File: config.mk
export PLATFORM = sky130hd
export DESIGN_NAME = hr_nt_lane_serializer
export DESIGN_NICKNAME = d
export VERILOG_FILES = /design/src/rtl/hr_mux_pkg.sv /design/src/rtl/ser_lane_shreg.sv /design/src/rtl/hr_nt_lane_serializer.sv
export SDC_FILE = /design/constraint.sdc
export NUM_CORES = 1
export LEC_CHECK = 0
export BUFFER_PORTS_ARGS = -buffer_cell sky130_fd_sc_hd__buf_2
export CAP_MARGIN = 25
export CORE_MARGIN = 2
export CORE_UTILIZATION = 50
export CTS_CLUSTER_DIAMETER = 50
export DETAILED_ROUTE_END_ITERATION = 10
export GPL_ROUTABILITY_DRIVEN = 0
export PLACE_DENSITY = 0.82
export SKIP_LAST_GASP = 1
export SLEW_MARGIN = 10
export SYNTH_ARGS = -nofsm -noshare
export SYNTH_HDL_FRONTEND = slang
export SYNTH_SLANG_ARGS = --single-unit
File: constraint.sdc
create_clock -name clk -period 1.37 [get_ports clk]
set_input_delay 0.137 -clock clk [delete_from_list [all_inputs] [get_ports clk]]
set_output_delay 0.137 -clock clk [all_outputs]
set_load 0.02 [all_outputs]
File: src/rtl/hr_mux_pkg.sv
// Shared constants and elaboration helpers for the DIN_W:LANES lane serializer.
package hr_mux_pkg;

  localparam logic [15:0] IDLE_PAT_DEFAULT = 16'hAAAA;

  // Phase counter width; RATIO is at least 2, so the counter is never narrower than one bit.
  function automatic int ratio_w(input int ratio);
    return (ratio <= 2) ? 1 : $clog2(ratio);
  endfunction

  function automatic bit is_pow2(input int value);
    return (value > 0) && ((value & (value - 1)) == 0);
  endfunction

endpackage

File: src/rtl/ser_lane_shreg.sv
// One lane's shift register: loads its word slice at the load slot and presents one bit per advance.
module ser_lane_shreg #(
  parameter int RATIO     = 4,
  parameter int MSB_FIRST = 0
) (
  input  logic             clk,
  input  logic             rst,
  input  logic             load,
  input  logic             advance,
  input  logic [RATIO-1:0] slice,
  output logic             sym
);

  logic [RATIO-1:0] sh;

  // The bit presented now is the one dout captures on the next advancing edge.
  assign sym = (MSB_FIRST != 0) ? sh[RATIO-1] : sh[0];

  always_ff @(posedge clk) begin
    if (rst) begin
      sh <= '0;
    end else if (load) begin
      sh <= slice;
    end else if (advance) begin
      if (MSB_FIRST != 0) sh <= {sh[RATIO-2:0], 1'b0};
      else                sh <= {1'b0, sh[RATIO-1:1]};
    end
  end

endmodule

File: src/rtl/hr_nt_lane_serializer.sv
// DIN_W:LANES single-clock serializer with ready/valid word intake, idle-pattern fill and frame marker.
module hr_nt_lane_serializer
  import hr_mux_pkg::*;
#(
  parameter int               DIN_W     = 16,
  parameter int               LANES     = 4,
  parameter int               MSB_FIRST = 0,
  parameter logic [DIN_W-1:0] IDLE_PAT  = DIN_W'(IDLE_PAT_DEFAULT)
) (
  input  logic             clk,
  input  logic             rst,
  input  logic             en,
  input  logic [DIN_W-1:0] din,
  input  logic             din_valid,
  output logic             din_ready,
  input  logic [LANES-1:0] lane_en,
  input  logic             clr_status,
  output logic [LANES-1:0] dout,
  output logic             frame,
  output logic             underflow
);

  localparam int RATIO = DIN_W / LANES;
  localparam int CW    = ratio_w(RATIO);
  localparam logic [CW-1:0] CNT_LAST = CW'(RATIO - 1);

  if ((DIN_W % LANES) != 0) begin : g_bad_width
    $error("DIN_W must be a multiple of LANES");
  end
  if (!is_pow2(RATIO) || (RATIO < 2)) begin : g_bad_ratio
    $error("DIN_W/LANES must be a power of two and at least 2");
  end

  // Handshake: a word moves when din_valid and din_ready are both high on a clk edge.
  // din_ready is high only in the load slot (last phase, en high, not in reset); the
  // slot loads either din or the idle pattern, so the lanes never starve.
  logic [CW-1:0]    cnt;
  logic             slot;
  logic [DIN_W-1:0] word_sel;
  logic [LANES-1:0] lane_bit;

  assign slot      = en & (cnt == CNT_LAST);
  assign din_ready = slot & ~rst;
  assign word_sel  = din_valid ? din : IDLE_PAT;

  for (genvar i = 0; i < LANES; i++) begin : g_lane
    ser_lane_shreg #(
      .RATIO     (RATIO),
      .MSB_FIRST (MSB_FIRST)
    ) u_shreg (
      .clk     (clk),
      .rst     (rst),
      .load    (slot),
      .advance (en),
      .slice   (word_sel[i*RATIO +: RATIO]),
      .sym     (lane_bit[i])
    );
  end

  always_ff @(posedge clk) begin
    if (rst) begin
      cnt       <= CNT_LAST;
      dout      <= '0;
      frame     <= 1'b0;
      underflow <= 1'b0;
    end else begin
      if (en) begin
        cnt   <= cnt + CW'(1);
        dout  <= lane_bit & lane_en;
        frame <= (cnt == '0);
      end
      // A missed slot outranks a simultaneous clear so no underflow is ever lost.
      if (slot && !din_valid) underflow <= 1'b1;
      else if (clr_status)    underflow <= 1'b0;
    end
  end

endmodule
==> flow_summary.json <==
{
  "syn-cell-area_sq_um": 1110,
  "yosys.cell_types.count": 21,
  "detail_route.wl_per_cell_microns": 12.22,
  "whs_path_depth": 3,
  "timing.setup.critical_path_class": "reg2out",
  "post-dp-hpwl_microns": 1585,
  "cp_num_cells": 4,
  "final.fill_count": 185,
  "critical-path-max-stage-delay_ns": 0.38,
  "grt_start_max_net_pins": 24,
  "cts_buffer_depth": 2,
  "vias": 959,
  "area.growth.synth_to_final_pct": 23.45,
  "grt.busiest_layer": "met2",
  "yosysWarnings": 0,
  "clockRootBuffer": "sky130_fd_sc_hd__clkbuf_4",
  "antennaDiodeCount": 0,
  "outcome": "completed",
  "arrival_time_reported_for_the_critical_path_endpoint_ns": 1.16,
  "clkLatencyLatePin_ns": 0.30,
  "drc": 0,
  "synth_seq_area_share_pct": 43.29,
  "nets": 182,
  "groute.layer.met3.usage_pct": 1.754,
  "routed_wirelength_microns": 2224,
  "timing.critical_path.buf_inv": 1,
  "fp.dieW_microns": 51.11,
  "antenna_found_initial": 0,
  "io_pins": 32,
  "fin_skew_ns": 0.003754,
  "met1_usage_grt_pct": 21.40,
  "routed_via_density": 5.269,
  "drv_cap": 0,
  "final_cycle_share_pct": 94.55,
  "crit_slowest_cell": "sky130_fd_sc_hd__dfxtp_4",
  "total_leakage_power_nw": 0.5756,
  "global_route_wire_length_before_repair_microns": 3553,
  "synth.avg_cell_area_sq_um": 9.023,
  "slew_headroom_pct": 75.31,
  "drtIter0Drc": 12,
  "number_of_buffers_created_by_cts": 3,
  "crit_path_required_time_ns": 1.23,
  "clock_tree_from_tritoncts": "yes",
  "chain_of_cells_forming_the_critical_path": "ha_4 > nand2_4 > nor2_2 > buf_6",
  "worst-path-max-fanout": 6,
  "die-height_microns": 51.11,
  "finalHoldViolCount": 0,
  "hold_class": "in2reg",
  "layout-drive-gt1-share_pct": 37.01,
  "clock_tree.htree_level_count": 1,
  "utilization_pct": 63.77,
  "critPathLaunchType": "register",
  "critical_path.top_delay_family": "flip-flops",
  "achievable_freq_mhz": 772.0,
  "tritoncts_num_sinks": 24,
  "io_buffers": 31,
  "timing.critical_path.to_type": "primary output",
  "vdd.ir_drop.worst_mv": 0.6717,
  "via_count_of_the_first_global_routing_pass": 834,
  "syn-instance-count": 123,
  "initial_util_pct": 51.66,
  "number_of_iterations_in_the_first_detailed_routing_pass": 4,
  "setup-tns-final_ns": 0,
  "rows": 17,
  "core-area_sq_um": 2148,
  "setup_viol": 0,
  "floorplan.die_area_sq_um": 2612,
  "gr-usage-met2_pct": 31.39,
  "post_cts_hold_buffers": 0,
  "cts.clk_slew.worst_paths_ns": 0.12,
  "detail-route-antenna-nets": 0,
  "worstRegToRegCells": 4,
  "synth_seq_cells": 24,
  "tightestPinTransition_ns": 0.3704,
  "syn_nets": 150,
  "global_route.overflow_total": 0,
  "final_period_minus_worst_setup_slack_ns": 1.295,
  "power.density_cell_area_nw_per_um2": 1041,
  "slew_violations": 0,
  "grt_util_all_layers_pct": 18.07
}
metal layers:
layer	share of wire (%)	routed length (microns)	up-vias
met5	0	0	-
met4	2.9	65	0
met3	3.9	86	6
met2	50	1113	30
met1	43	959	437
li1	-	-	486
worst reg2reg max path, cell delays in order (launching register included):
cell and delay (ns):
sky130_fd_sc_hd__dfxtp_4 0.37, sky130_fd_sc_hd__ha_4 0.18, sky130_fd_sc_hd__buf_4 0.17, sky130_fd_sc_hd__nand2b_1 0.16
sky130_fd_sc_hd__a311oi_2 0.25
worst paths after layout:
check | start | endpoint | slack (ns)
max reg2reg | cnt[1] | g_lane[3].u_shreg.sh[2] | 0.16
min | lane_en[0] | dout[0] | 0.08
max | cnt[1] | din_ready | 0.07
min reg2reg | underflow | underflow | 0.47
final cells by class:
cell class / instances / area, sq um / share of cell area, %
multi-input cells: 82 / 565.5 / 41.28
well taps: 28 / 35.03 / 2.557
flip-flops and latches: 24 / 488.0 / 35.62
repair buffers: 37 / 219.0 / 15.98
clock buffers: 4 / 36.28 / 2.648
inverters: 7 / 26.28 / 1.918
Yosys cell counts:
cell                       instances  area (sq um)
sky130_fd_sc_hd__a21o_1            4         30.03
sky130_fd_sc_hd__a21oi_1          12         60.06
sky130_fd_sc_hd__a311oi_1          1         8.760
sky130_fd_sc_hd__a311oi_2          7         105.1
sky130_fd_sc_hd__buf_2             4         20.02
sky130_fd_sc_hd__buf_4             4         30.03
sky130_fd_sc_hd__clkbuf_1          2         7.510
sky130_fd_sc_hd__dfxtp_1          24         480.5
sky130_fd_sc_hd__ha_1              2         25.02
sky130_fd_sc_hd__inv_1             3         11.26
sky130_fd_sc_hd__inv_2             4         15.01
sky130_fd_sc_hd__mux2i_1           1         10.01
sky130_fd_sc_hd__nand2_1           4         15.01
sky130_fd_sc_hd__nand2_2           1         6.260
sky130_fd_sc_hd__nand2b_1         20         125.1
sky130_fd_sc_hd__nand3_1          12         60.06
sky130_fd_sc_hd__nor2_1           11         41.29
sky130_fd_sc_hd__o211ai_1          1         7.510
sky130_fd_sc_hd__o221ai_1          4         35.03
sky130_fd_sc_hd__o31ai_1           1         7.510
sky130_fd_sc_hd__xnor2_1           1         8.760
stage by stage:
step	hold WS [ns]	cells	setup WS (ns)	cell area [sq um]	total power, W
after floorplan	0.3015	123	0.1902	1110	0.0009750
after CTS	0.07448	181	0.005705	1349	0.001426
after detailed placement	0.4116	177	0.08876	1292	0.001060
after global placement	0.4045	177	0.1348	1292	0.001049
final	0.08014	182	0.07465	1370	0.001427
after global routing	0.07371	182	-0.0001659	1370	0.001495
cell usage in the layout, fill, tap and decap left out:
cell / netlist / layout
sky130_fd_sc_hd__nor2_2: 0 / 1
sky130_fd_sc_hd__buf_2: 4 / 30
sky130_fd_sc_hd__a21oi_1: 12 / 12
sky130_fd_sc_hd__a21o_1: 4 / 4
sky130_fd_sc_hd__nor2_1: 11 / 10
sky130_fd_sc_hd__inv_1: 3 / 3
sky130_fd_sc_hd__a311oi_1: 1 / 1
sky130_fd_sc_hd__dfxtp_4: 0 / 2
sky130_fd_sc_hd__o221ai_1: 4 / 4
sky130_fd_sc_hd__inv_2: 4 / 4
sky130_fd_sc_hd__a311oi_2: 7 / 7
sky130_fd_sc_hd__clkbuf_8: 0 / 1
sky130_fd_sc_hd__dfxtp_1: 24 / 22
sky130_fd_sc_hd__buf_12: 0 / 1
sky130_fd_sc_hd__mux2i_1: 1 / 1
sky130_fd_sc_hd__nand2b_1: 20 / 20
sky130_fd_sc_hd__nand3_1: 12 / 12
sky130_fd_sc_hd__ha_1: 2 / 1
sky130_fd_sc_hd__buf_4: 4 / 5
sky130_fd_sc_hd__xnor2_1: 1 / 1
sky130_fd_sc_hd__nand2_4: 0 / 1
sky130_fd_sc_hd__nand2_1: 4 / 4
sky130_fd_sc_hd__buf_6: 0 / 1
sky130_fd_sc_hd__clkbuf_4: 0 / 3
sky130_fd_sc_hd__o31ai_1: 1 / 1
sky130_fd_sc_hd__ha_4: 0 / 1
sky130_fd_sc_hd__o211ai_1: 1 / 1
logic make-up (layout without fill, tap and decap cells):
kind of cell / after synthesis / count (layout) / share of synthesized area, %
XOR/XNOR: 1 / 1 / 0.7893
multiplexers: 1 / 1 / 0.9020
flip-flops: 24 / 24 / 43.29
buffers and inverters: 17 / 48 / 7.554
AND/OR/NAND/NOR: 48 / 48 / 22.32
AO/OA/AOI/OAI: 30 / 30 / 22.89
adder cells (fa/ha/maj): 2 / 2 / 2.254
power breakdown:
part | leakage (nW) | switching [W] | internal, W
registers | 0.198 | 0.0000275 | 0.000747
logic | 0.357 | 0.000151 | 0.000143
clock network | 0.0210 | 0.000197 | 0.000162
sequential cells by signal (all words and copies together), names as in the netlist:
name / count
cnt: 2
dout: 4
frame: 1
g_lane.u_shreg.sh: 16
underflow: 1
repair_timing:
item | CTS | global route
pin swaps | 0 | 1
endpoints found under the setup margin | 1 | 1
gates resized for setup | 6 | 4
setup buffers | 0 | 1
No activity file was read; power rests on OpenSTA's default activity.
